--- config.mk ---
export PLATFORM = sky130hd
export DESIGN_NAME = fetch_queue
export DESIGN_NICKNAME = d
export VERILOG_FILES = /design/src/rtl/fetch_queue.sv
export SDC_FILE = /design/constraint.sdc
export NUM_CORES = 1
export LEC_CHECK = 0
export BUFFER_PORTS_ARGS = -buffer_cell sky130_fd_sc_hd__buf_4
export CORE_MARGIN = 5
export CORE_UTILIZATION = 52
export DETAILED_ROUTE_END_ITERATION = 12
export PLACE_DENSITY = 0.84
export SYNTH_ARGS = -nofsm -noshare
export SYNTH_HDL_FRONTEND = slang
export SYNTH_SLANG_ARGS = --single-unit
export TNS_END_PERCENT = 30
--- constraint.sdc ---
create_clock -name clk -period 2.5 [get_ports clk]
set_input_delay 0 -clock clk [delete_from_list [all_inputs] [get_ports clk]]
set_output_delay 0 -clock clk [all_outputs]
set_load 0.005 [all_outputs]
--- src/rtl/fetch_queue.sv ---
// Instruction fetch queue: issues sequential word fetches to a fixed-latency instruction
// memory and buffers the returned instructions for an in-order valid/ready consumer.
module fetch_queue #(
   parameter int unsigned LEN_MEM_ADDR     = 32,
   parameter int unsigned LEN_INST         = 32,
   parameter int unsigned LEN_MEMISTR_ADDR = 15,
   parameter int unsigned MEM_LATENCY      = 1,
   parameter int unsigned DEPTH            = 4,
   parameter logic [LEN_MEM_ADDR-1:0] RESET_PC = '0
) (
   input  logic                        clk,
   input  logic                        rstn,
   input  logic                        redirect,
   input  logic [LEN_MEM_ADDR-1:0]     redirect_pc,
   output logic                        inst_valid,
   input  logic                        inst_ready,
   output logic [LEN_INST-1:0]         inst,
   output logic [LEN_MEM_ADDR-1:0]     inst_pc,
   output logic [LEN_MEMISTR_ADDR-1:0] a_inst_mem,
   output logic                        mem_en,
   input  logic [LEN_INST-1:0]         d_inst_mem
);

   localparam int unsigned PW = $clog2(DEPTH);
   localparam int unsigned CW = PW + 1;
   localparam int unsigned IW = $clog2(MEM_LATENCY + 1);

   logic [LEN_MEM_ADDR-1:0] fetch_pc_q, fetch_pc_d;
   logic [MEM_LATENCY-1:0]  stg_valid_q;
   logic [LEN_MEM_ADDR-1:0] stg_pc_q [MEM_LATENCY];
   logic [LEN_INST-1:0]     q_inst [DEPTH];
   logic [LEN_MEM_ADDR-1:0] q_pc [DEPTH];
   logic [PW-1:0]           rd_q, wr_q;
   logic [CW-1:0]           count_q, count_d;
   logic [IW-1:0]           inflight;
   logic                    issue, wr_en, pop;
   logic                    unused_redirect_lsb;

   assign unused_redirect_lsb = ^redirect_pc[1:0];

   always_comb begin
      inflight = '0;
      for (int i = 0; i < MEM_LATENCY; i++) begin
         inflight = inflight + IW'(stg_valid_q[i]);
      end
   end

   // Credit counts queued plus in-flight entries so a returning word always has a slot.
   assign issue      = ~redirect & ((32'(count_q) + 32'(inflight)) < DEPTH);
   assign mem_en     = issue;
   assign a_inst_mem = fetch_pc_q[LEN_MEMISTR_ADDR+1:2];
   assign wr_en      = stg_valid_q[MEM_LATENCY-1] & ~redirect;
   assign inst_valid = (count_q != '0) & ~redirect;
   assign pop        = inst_valid & inst_ready;
   assign inst       = q_inst[rd_q];
   assign inst_pc    = q_pc[rd_q];

   always_comb begin
      fetch_pc_d = fetch_pc_q;
      count_d    = count_q;
      if (redirect) begin
         fetch_pc_d = {redirect_pc[LEN_MEM_ADDR-1:2], 2'b00};
         count_d    = '0;
      end else begin
         if (issue) begin
            fetch_pc_d = fetch_pc_q + LEN_MEM_ADDR'(4);
         end
         count_d = count_q + CW'(wr_en) - CW'(pop);
      end
   end

   always_ff @(posedge clk or negedge rstn) begin
      if (!rstn) begin
         fetch_pc_q  <= RESET_PC;
         stg_valid_q <= '0;
         rd_q        <= '0;
         wr_q        <= '0;
         count_q     <= '0;
      end else begin
         fetch_pc_q <= fetch_pc_d;
         count_q    <= count_d;
         if (redirect) begin
            stg_valid_q <= '0;
            rd_q        <= '0;
            wr_q        <= '0;
         end else begin
            stg_valid_q[0] <= issue;
            for (int i = 1; i < MEM_LATENCY; i++) begin
               stg_valid_q[i] <= stg_valid_q[i-1];
            end
            if (wr_en) begin
               wr_q <= wr_q + PW'(1);
            end
            if (pop) begin
               rd_q <= rd_q + PW'(1);
            end
         end
      end
   end

   // Payload storage is qualified by the valid bits and count, so it carries no reset.
   always_ff @(posedge clk) begin
      stg_pc_q[0] <= fetch_pc_q;
      for (int i = 1; i < MEM_LATENCY; i++) begin
         stg_pc_q[i] <= stg_pc_q[i-1];
      end
      if (wr_en) begin
         q_inst[wr_q] <= d_inst_mem;
         q_pc[wr_q]   <= stg_pc_q[MEM_LATENCY-1];
      end
   end

endmodule

==> key figures, run 1 <==
Worst setup path
  • Top fanout value on the critical path: 5
  • Data arrival time of the worst path: 2.66 ns
  • Critical path class: flip-flop to flip-flop
  • FF-to-FF End: count_q[2]
  • RR Startpoint: count_q[1]
  • Crit start category: flip-flop
  • Required arrival time at the worst endpoint: 2.91 ns
  • Reg-to-reg slack, setup: 0.26 ns
  • Critical Path Sink Type: flip-flop
  • Register-to-Register Path Depth: 10

Clocking
  • Later-pin clock latency in the skew report: 0.54 ns
  • Depth of the CTS H-tree: 1
  • Number of buffers inserted by post-CTS setup repair: 0
  • Cts bufs inserted: 31
  • Clock-pin slew on the worst setup and hold paths: 0.06 ns
  • # hold bufs at CTS: 69
  • Cts repair resizes: 0
  • Clock tree from TritonCTS: done
  • CTS root buf: sky130_fd_sc_hd__clkbuf_16
  • Number of sinks on the clock net: 316
  • Max Buffers Root-to-Sink: 3

Yosys
  • Ys Warns: 0
  • Number of library cell types mapped by synthesis: 47
  • Top post-synthesis cells by area: sky130_fd_sc_hd__edfxtp_1, sky130_fd_sc_hd__mux4_2, sky130_fd_sc_hd__dfrtp_1
  • Post-synth top flop: sky130_fd_sc_hd__edfxtp_1
  • Cell count after synthesis: 654
  • Mean cell area of the mapped netlist: 18.6 um2
  • Most frequent cell after synthesis: sky130_fd_sc_hd__edfxtp_1
  • Area of the mapped netlist: 12,100 um2
  • Count of flip-flops with a built-in enable after synthesis: 248
  • Fraction of post-synthesis cell area in the top cell type by area: 0.613
  • Proportion of register bits with asynchronous set or reset after synthesis: 0.120
  • Most area-hungry cell type in the Yosys netlist: sky130_fd_sc_hd__edfxtp_1
  • Synth Register Bits: 316
  • Sequential cell area fraction in the yosys report: 0.741
  • Commonest cells in the netlist: sky130_fd_sc_hd__edfxtp_1, sky130_fd_sc_hd__mux4_2, sky130_fd_sc_hd__dfrtp_1

Power and ir drop
  • Leak Pwr: 5.46 nW
  • Peak supply drop: 0.464 mV
  • Power density of the placed cells: 888 nW/um2

GRT
  • Largest net degree at the start of global routing: 49
  • Number of antenna violations at the first check in global routing: 0
  • Overflow left after global routing: 0
  • Global-route wire length before repair: 39,700 um
  • Total GRT Usage: 0.191
  • Vias in the first global route: 7,063

Detailed routing
  • WL/cell: 20.5 um
  • Initial drt markers: 591
  • Vias per inst: 5.54
  • Total wirelength of the detailed-routed design: 25,100 um
  • Antenna viol nets, final: 0
  • DRC: 0
  • Detailed-routing iteration count for the pre-antenna-repair pass: 5
  • Vias post-DR: 6,770

Cells and area
  • Post-route standard cell area excluding fillers: 15,600 um2
  • Area added between synthesis and finish: 28.2%
  • Fillers: 1,540
  • N_diodes: 0
  • Share of layout cells above drive strength 1: 0.338
  • Final non-filler cell total: 1,221
  • # nets final: 955

Floorplanning
  • I/O pins: 149
  • Core Footprint: 23,300 um2
  • Width of the chip: 163 um
  • Die Footprint: 26,500 um2
  • Y dimension of the die: 163 um
  • Initial Utilization: 0.522
  • Site row count: 56

Timing
  • Setup repair after global routing missed its margin: false
  • Count of final hold-check violations: 0
  • Slew headroom: 0.641
  • Actual slew at the worst max-slew pin: 0.536 ns
  • Final-report max-slew violation count: 0
  • Hold Worst Slack: 0.206 ns
  • Fmax: 446 MHz
  • Worst clock skew on the final layout: 0.0191 ns
  • Minimum clock period: 2.24 ns
  • Period Utilization, post-route: 0.898
  • Number of endpoints failing setup at the final stage: 0
  • Summed negative setup slack over all endpoints: 0 ns

Outcome
  • Outcome: completed

Placement
  • Estimated wirelength of the detail-placed design: 15,300 um
  • Number of placed instances, taps included: 1,095
  • Placed Area: 13,700 um2
  • Buffers on Ports: 144
  • Final Wtd Congestion: 0.783

Worst hold path
  • Hold path depth: 2
  • Hold path start: d_inst_mem[3]
  • Worst min-delay path endpoint: q_inst[3][3]
  • Path class of the lowest-slack min-delay path: primary input to flip-flop

Job
  • Reported max-cap violation count: 0
cells in the final DEF (no fill, tap or decap), types with 12 or more instances in the layout:
master	n
sky130_fd_sc_hd__mux4_2	62
sky130_fd_sc_hd__nand3_1	14
sky130_fd_sc_hd__edfxtp_1	248
sky130_fd_sc_hd__or4_1	15
sky130_fd_sc_hd__nand2_1	23
sky130_fd_sc_hd__buf_4	159
sky130_fd_sc_hd__dfrtp_1	36
sky130_fd_sc_hd__dlygate4sd3_1	68
sky130_fd_sc_hd__clkbuf_16	32
sky130_fd_sc_hd__dfxtp_1	30
sky130_fd_sc_hd__buf_12	12
sky130_fd_sc_hd__nor2_1	27
per-layer routing:
metal	GRT usage	routed length (um)	part of all wire	vias to the layer above
met5	0	0	0	-
met4	0.0355	355	0.014	0
met3	0.0306	1550	0.062	37
met2	0.325	12800	0.51	242
met1	0.269	10400	0.41	3402
li1	-	-	-	3089
flip-flops by register name, indices dropped and copies added, names as in the netlist:
name         cells
q_inst         128
q_pc           120
fetch_pc_q      30
stg_pc_q        30
count_q          3
rd_q             2
wr_q             2
stg_valid_q      1
per-stage QoR:
stage	utilization	worst slack [ns]	power [mW]
after floorplan	-	-0.0525	7.71
after global placement	0.590	0.334	8.79
after detailed placement	0.590	0.295	8.85
after CTS	0.669	0.262	13.9
after global routing	0.669	0.120	14.4
final	0.669	0.256	13.8
final cells by class:
cell class	instances	area (um2)	share of cell area
Sequential cell	316	9010	0.579
Multi-Input combinational cell	279	2870	0.184
Timing Repair Buffer	239	2110	0.136
Clock buffer	39	877	0.0564
Tap cell	319	399	0.0256
Clock inverter	18	258	0.0166
Inverter	11	41.3	0.00265
how the worst max path moves through the flow:
stage	end	from	cells past startpoint
5_1_grt	count_q[2]	count_q[1]	10
4_1_cts	inst_pc[24]	rd_q[1]	3
2_1_floorplan	q_inst[3][0]	stg_valid_q	2
3_5_place_dp	count_q[2]	count_q[1]	10
3_3_place_gp	count_q[2]	count_q[1]	10
6_report	count_q[2]	count_q[1]	10
critical path: stages (launching register included):
cell and delay (ns):
sky130_fd_sc_hd__dfrtp_1 0.43, sky130_fd_sc_hd__nor3_1 0.29, sky130_fd_sc_hd__nor2_1 0.09, sky130_fd_sc_hd__and2_1 0.20, sky130_fd_sc_hd__ha_1 0.29, sky130_fd_sc_hd__inv_1 0.06, sky130_fd_sc_hd__ha_1 0.13, sky130_fd_sc_hd__inv_1 0.05
sky130_fd_sc_hd__fa_1 0.37, sky130_fd_sc_hd__xnor2_1 0.16, sky130_fd_sc_hd__nor2_1 0.06
report_power, final:
group / total [mW] / leakage (nW) / switching [mW] / internal [mW]
logic: 2.44 / 1.95 / 1.07 / 1.36
registers: 6.38 / 2.96 / 0.269 / 6.11
clock network: 5.00 / 0.550 / 1.89 / 3.10
kinds of logic after synthesis:
group           count (synthesis)  share of synthesized area
fa+ha+maj                       9                    0.00989
other cells                     1                   0.000309
flops                         316                      0.741
buf+inv                        60                     0.0249
compound gates                 56                     0.0374
xor+xnor                        4                    0.00288
simple gates                  141                     0.0644
mux                            67                      0.119
Power figures use the tool's default switching activity.
==> run 2, diff against run 1 <==
- CORE_ASPECT_RATIO: not set -> 0.6
==> key figures, run 2 (synthesis gave the netlist of run 1 again) <==
Clocking
  • Depth of the CTS H-tree: 1
  • Clock tree from TritonCTS: done
  • Number of sinks on the clock net: 316
  • CTS root buf: sky130_fd_sc_hd__clkbuf_16
  • Later-pin clock latency in the skew report: 0.54 ns
  • Cts bufs inserted: 28
  • Clock-pin slew on the worst setup and hold paths: 0.07 ns
  • Max Buffers Root-to-Sink: 3

Outcome
  • Outcome: completed

Worst setup path
  • Master of the slowest instance on the critical path: sky130_fd_sc_hd__dlygate4sd3_1
  • Critical Path Sink Type: flip-flop
  • Critical path class: flip-flop to flip-flop
  • Required arrival time at the worst endpoint: 2.93 ns
  • Top fanout value on the critical path: 10
  • Data arrival time of the worst path: 2.82 ns
  • Crit start category: flip-flop
  • Worst path max stage delay: 0.54 ns
  • Cell breakdown of the critical path: ha_1, o211ai_1, mux2_4, a311oi_1, a211o_1, dlygate4sd3_1

Floorplanning
  • Y dimension of the die: 128 um
  • Initial Utilization: 0.527
  • Core Footprint: 23,000 um2
  • I/O pins: 149
  • Width of the chip: 207 um
  • Die Footprint: 26,600 um2
  • Site row count: 43

Detailed routing
  • Antenna viol nets, final: 0
  • Vias per inst: 5.73
  • Initial drt markers: 519
  • DRC: 0
  • Vias post-DR: 6,977
  • Detailed-routing iteration count for the pre-antenna-repair pass: 5
  • WL/cell: 22.1 um
  • Total wirelength of the detailed-routed design: 26,900 um

Timing
  • Actual slew at the worst max-slew pin: 0.577 ns
  • Final-report max-slew violation count: 0
  • Worst clock skew on the final layout: 0.0101 ns
  • Count of final hold-check violations: 0
  • Fmax: 418 MHz
  • Slew headroom: 0.615
  • Minimum clock period: 2.39 ns
  • Number of endpoints failing setup at the final stage: 0
  • Hold Worst Slack: 0.202 ns
  • Period Utilization, post-route: 0.956

Cells and area
  • Area added between synthesis and finish: 26.5%
  • Largest registers: q_inst: 128 flops, q_pc: 120 flops
  • Final non-filler cell total: 1,217
  • Number of flip-flops under the largest register name: 128
  • Top library cells by usage in the layout, fill and taps aside: sky130_fd_sc_hd__edfxtp_1, sky130_fd_sc_hd__buf_4, sky130_fd_sc_hd__dlygate4sd3_1, sky130_fd_sc_hd__mux4_2, sky130_fd_sc_hd__dfrtp_1
  • # nets final: 957
  • N_diodes: 0
  • Biggest register: q_inst
  • Most common cell after layout, fill and taps aside: sky130_fd_sc_hd__edfxtp_1
  • Share of layout cells above drive strength 1: 0.325

Placement
  • Buffers on Ports: 144
  • Estimated wirelength of the detail-placed design: 16,400 um
  • Number of placed instances, taps included: 1,088
  • Final Wtd Congestion: 0.817

Job
  • Reported max-cap violation count: 0

GRT
  • Overflow left after global routing: 0
  • Global-route wire length before repair: 41,700 um
  • Number of antenna violations at the first check in global routing: 0
  • Vias in the first global route: 7,141
  • Total GRT Usage: 0.202
  • Largest net degree at the start of global routing: 49

Power and ir drop
  • Power density of the placed cells: 856 nW/um2
  • Leak Pwr: 5.38 nW
  • Peak supply drop: 0.548 mV

Worst hold path
  • Path class of the lowest-slack min-delay path: primary input to flip-flop
[run 2: cell count changes in the layout (fill, tap and decap cells not counted), moves of 3 or more]
| cell | before | now |
|---|---|---|
| sky130_fd_sc_hd__dlygate4sd3_1 | 68 | 76 |
| sky130_fd_sc_hd__buf_12 | 12 | 8 |
| sky130_fd_sc_hd__bufinv_16 | 6 | 2 |
| sky130_fd_sc_hd__clkbuf_1 | 2 | 6 |
| sky130_fd_sc_hd__clkinv_2 | 6 | 10 |
| sky130_fd_sc_hd__clkbuf_8 | 5 | 2 |
| sky130_fd_sc_hd__clkinvlp_4 | 4 | 1 |
[run 2: worst paths after layout]
path	startpoint	end	slack [ns]	cells after the start
hold reg to reg	fetch_pc_q[31]	stg_pc_q[0][31]	0.41	0
setup / recovery	count_q[2]	fetch_pc_q[21]	0.11	6
min in group asynchronous	rstn	fetch_pc_q[14]	0.41	3
setup reg to reg	count_q[2]	fetch_pc_q[21]	0.11	6
max in group asynchronous	rstn	rd_q[0]	1.66	4
hold / removal	d_inst_mem[23]	q_inst[3][23]	0.20	2
[run 2: what timing repair did]
action | CTS | global route
hold buffers | 77 | 0
setup buffers | 0 | 0
hold endpoints to repair | 204 | 0
resized for setup | 0 | 1
setup endpoints to repair | 0 | 1
[run 2: worst max-delay path: cells and delay by family, from the launching register on]
kind	cells	cell delay, ns
compound gates	3	0.72
mux	1	0.32
fa+ha+maj	1	0.23
flops	1	0.47
buf+inv	1	0.54
[run 2: layer usage]
layer	GRT usage	wire, um
met2	0.329	12800
met4	0.0455	536
met1	0.282	11100
met3	0.0524	2360
met5	0	0
[run 2: power by group]
group          internal, mW  total [mW]  leakage [nW]  switching, mW
Clock                  2.46        4.29         0.463           1.84
Combinational          1.35        2.46          1.96           1.11
Sequential             6.11        6.39          2.96          0.284
[run 2: through the flow]
stage	setup slack [ns]	area (um2)	TNS [ns]	power [mW]	utilization
6_report	0.110	15400	0	13.1	0.667
2_1_floorplan	-0.0525	12200	-3.25	7.71	-
5_1_grt	-0.00107	15400	-0.00107	13.7	0.667
4_1_cts	0.0536	15400	0	13.2	0.667
3_3_place_gp	0.354	13600	0	8.79	0.593
3_5_place_dp	0.313	13600	0	8.84	0.593
[run 2: layout make-up]
class                           count  area, um2
Sequential cell                   316       9000
Fill cell                        1517       7670
Multi-Input combinational cell    279       2870
Timing Repair Buffer              244       2120
Clock buffer                       38        801
Tap cell                          315        394
Clock inverter                     14        124
Inverter                           11       41.3
==> run 3, diff against run 2 <==
- CORE_ASPECT_RATIO: 0.6 -> not set
- CORE_MARGIN: 5 -> 1.5
==> key figures, run 3 (synthesis gave the netlist of run 1 again) <==
Outcome
  • Outcome: completed

Cells and area
  • Share of layout cells above drive strength 1: 0.336
  • Area added between synthesis and finish: 27.3%
  • Top library cells by usage in the layout, fill and taps aside: sky130_fd_sc_hd__edfxtp_1, sky130_fd_sc_hd__buf_4, sky130_fd_sc_hd__dlygate4sd3_1, sky130_fd_sc_hd__mux4_2, sky130_fd_sc_hd__dfrtp_1
  • N_diodes: 0
  • Fillers: 1,449
  • Most common cell after layout, fill and taps aside: sky130_fd_sc_hd__edfxtp_1
  • # nets final: 952
  • Biggest register: q_inst
  • Largest registers: q_inst: 128 flops, q_pc: 120 flops
  • Number of flip-flops under the largest register name: 128

Power and ir drop
  • Clock share of power: 0.353
  • Leak Pwr: 5.43 nW
  • Power consumption: 13.5 mW
  • Internal power: 10.3 mW
  • Power density of the placed cells: 876 nW/um2
  • Net switching power: 3.24 mW
  • Peak supply drop: 0.526 mV
  • Share of power burned in registers: 0.471
  • Fraction of power spent switching nets: 0.240
  • Part of the total power dissipated in combinational logic: 0.176

Worst setup path
  • Master of the slowest instance on the critical path: sky130_fd_sc_hd__dfrtp_1
  • Top fanout value on the critical path: 14
  • Critical path class: flip-flop to flip-flop
  • Required arrival time at the worst endpoint: 2.91 ns
  • Crit start category: flip-flop
  • Critical Path Source: fetch_pc_q[2]
  • Critical Path Sink Type: flip-flop
  • Data arrival time of the worst path: 2.73 ns
  • Worst path max stage delay: 0.46 ns
  • Cell breakdown of the critical path: ha_1, and2_1, nand3_1, buf_4, o41ai_1, o211ai_1
  • RR Startpoint: fetch_pc_q[2]

Timing
  • Worst clock skew on the final layout: 0.0273 ns
  • Hold Worst Slack: 0.191 ns
  • Final-report max-slew violation count: 0
  • Period Utilization, post-route: 0.926
  • Fmax: 432 MHz
  • Actual slew at the worst max-slew pin: 0.565 ns
  • Slew headroom: 0.622
  • Count of final hold-check violations: 0
  • Minimum clock period: 2.31 ns
  • Number of endpoints failing setup at the final stage: 0
  • Setup repair after global routing missed its margin: false

Clocking
  • # hold bufs at CTS: 71
  • Cts bufs inserted: 30
  • Cts repair resizes: 0
  • Clock-pin slew on the worst setup and hold paths: 0.07 ns
  • Max Buffers Root-to-Sink: 3
  • Number of buffers inserted by post-CTS setup repair: 0
  • Number of sinks on the clock net: 316
  • Clock tree from TritonCTS: done
  • Later-pin clock latency in the skew report: 0.55 ns
  • CTS root buf: sky130_fd_sc_hd__clkbuf_16
  • Depth of the CTS H-tree: 1

GRT
  • Global-route wire length before repair: 38,300 um
  • Number of antenna violations at the first check in global routing: 0
  • Vias in the first global route: 7,037
  • Largest net degree at the start of global routing: 63
  • Total GRT Usage: 0.208
  • Overflow left after global routing: 0

Worst hold path
  • Path class of the lowest-slack min-delay path: primary input to flip-flop
  • Hold path start: d_inst_mem[4]

Detailed routing
  • Vias post-DR: 6,872
  • Initial drt markers: 570
  • WL/cell: 20.6 um
  • Detailed-routing iteration count for the pre-antenna-repair pass: 5
  • DRC: 0
  • Vias per inst: 5.67
  • Antenna viol nets, final: 0
  • Total wirelength of the detailed-routed design: 25,000 um

Placement
  • Final Wtd Congestion: 0.839
  • Buffers on Ports: 144
  • Estimated wirelength of the detail-placed design: 14,400 um

Floorplanning
  • Initial Utilization: 0.533
  • Site row count: 55
  • I/O pins: 149
  • Width of the chip: 156 um
  • Y dimension of the die: 156 um
  • Core Footprint: 22,800 um2
  • Die Footprint: 24,300 um2

Job
  • Reported max-cap violation count: 0
-- run 3: worst max-delay path: cells and delay by family, from the launching register on --
family / cells / cell delay [ns]
compound gates: 2 / 0.58
simple gates: 2 / 0.60
buf+inv: 1 / 0.31
flops: 1 / 0.46
fa+ha+maj: 1 / 0.24
-- run 3: path summary, 6_finish.rpt --
path / slack (ns) / to / depth (start not counted)
setup / recovery: 0.19 / fetch_pc_q[26] / 6
hold / removal: 0.19 / q_inst[3][4] / 2
setup reg to reg: 0.19 / fetch_pc_q[26] / 6
hold reg to reg: 0.41 / stg_pc_q[0][31] / 0
max in group asynchronous: 1.79 / rd_q[0] / 4
min in group asynchronous: 0.49 / count_q[2] / 4
-- run 3: final cells by class --
cell class                 count  area [um2]  area share
clock buffer                  37         897      0.0580
clock inverter                19         183      0.0118
inverter                      11        41.3     0.00267
multi-input combinational    279        2870       0.186
sequential                   316        9010       0.583
tap                          313         392      0.0253
timing repair buffer         237        2070       0.134
-- run 3: metal layers --
layer	vias to the layer above	global-route usage	routed length, um
met4	0	0.0726	727
met2	284	0.353	12500
met3	60	0.0308	1510
met5	-	0	0
met1	3454	0.276	10200
li1	3074	-	-
-- run 3: per-stage QoR --
step	util	std cells	TNS [ns]	cell area [um2]	worst slack, ns
after floorplan	-	655	-3.25	12200	-0.0525
after global placement	0.599	1085	0	13700	0.344
after detailed placement	0.599	1085	0	13700	0.229
after CTS	0.678	1212	0	15500	0.220
after global routing	0.678	1212	0	15500	0.0469
final	0.678	1212	0	15500	0.185
-- run 3: power by group through the flow --
stage / clock, mW / combinational, mW / sequential [mW]
3_3_place_gp: 0 / 2.26 / 6.44
6_report: 4.78 / 2.38 / 6.37
5_1_grt: 5.06 / 2.58 / 6.41
2_1_floorplan: 0 / 1.33 / 6.37
4_1_cts: 4.84 / 2.41 / 6.37
3_5_place_dp: 0 / 2.30 / 6.47
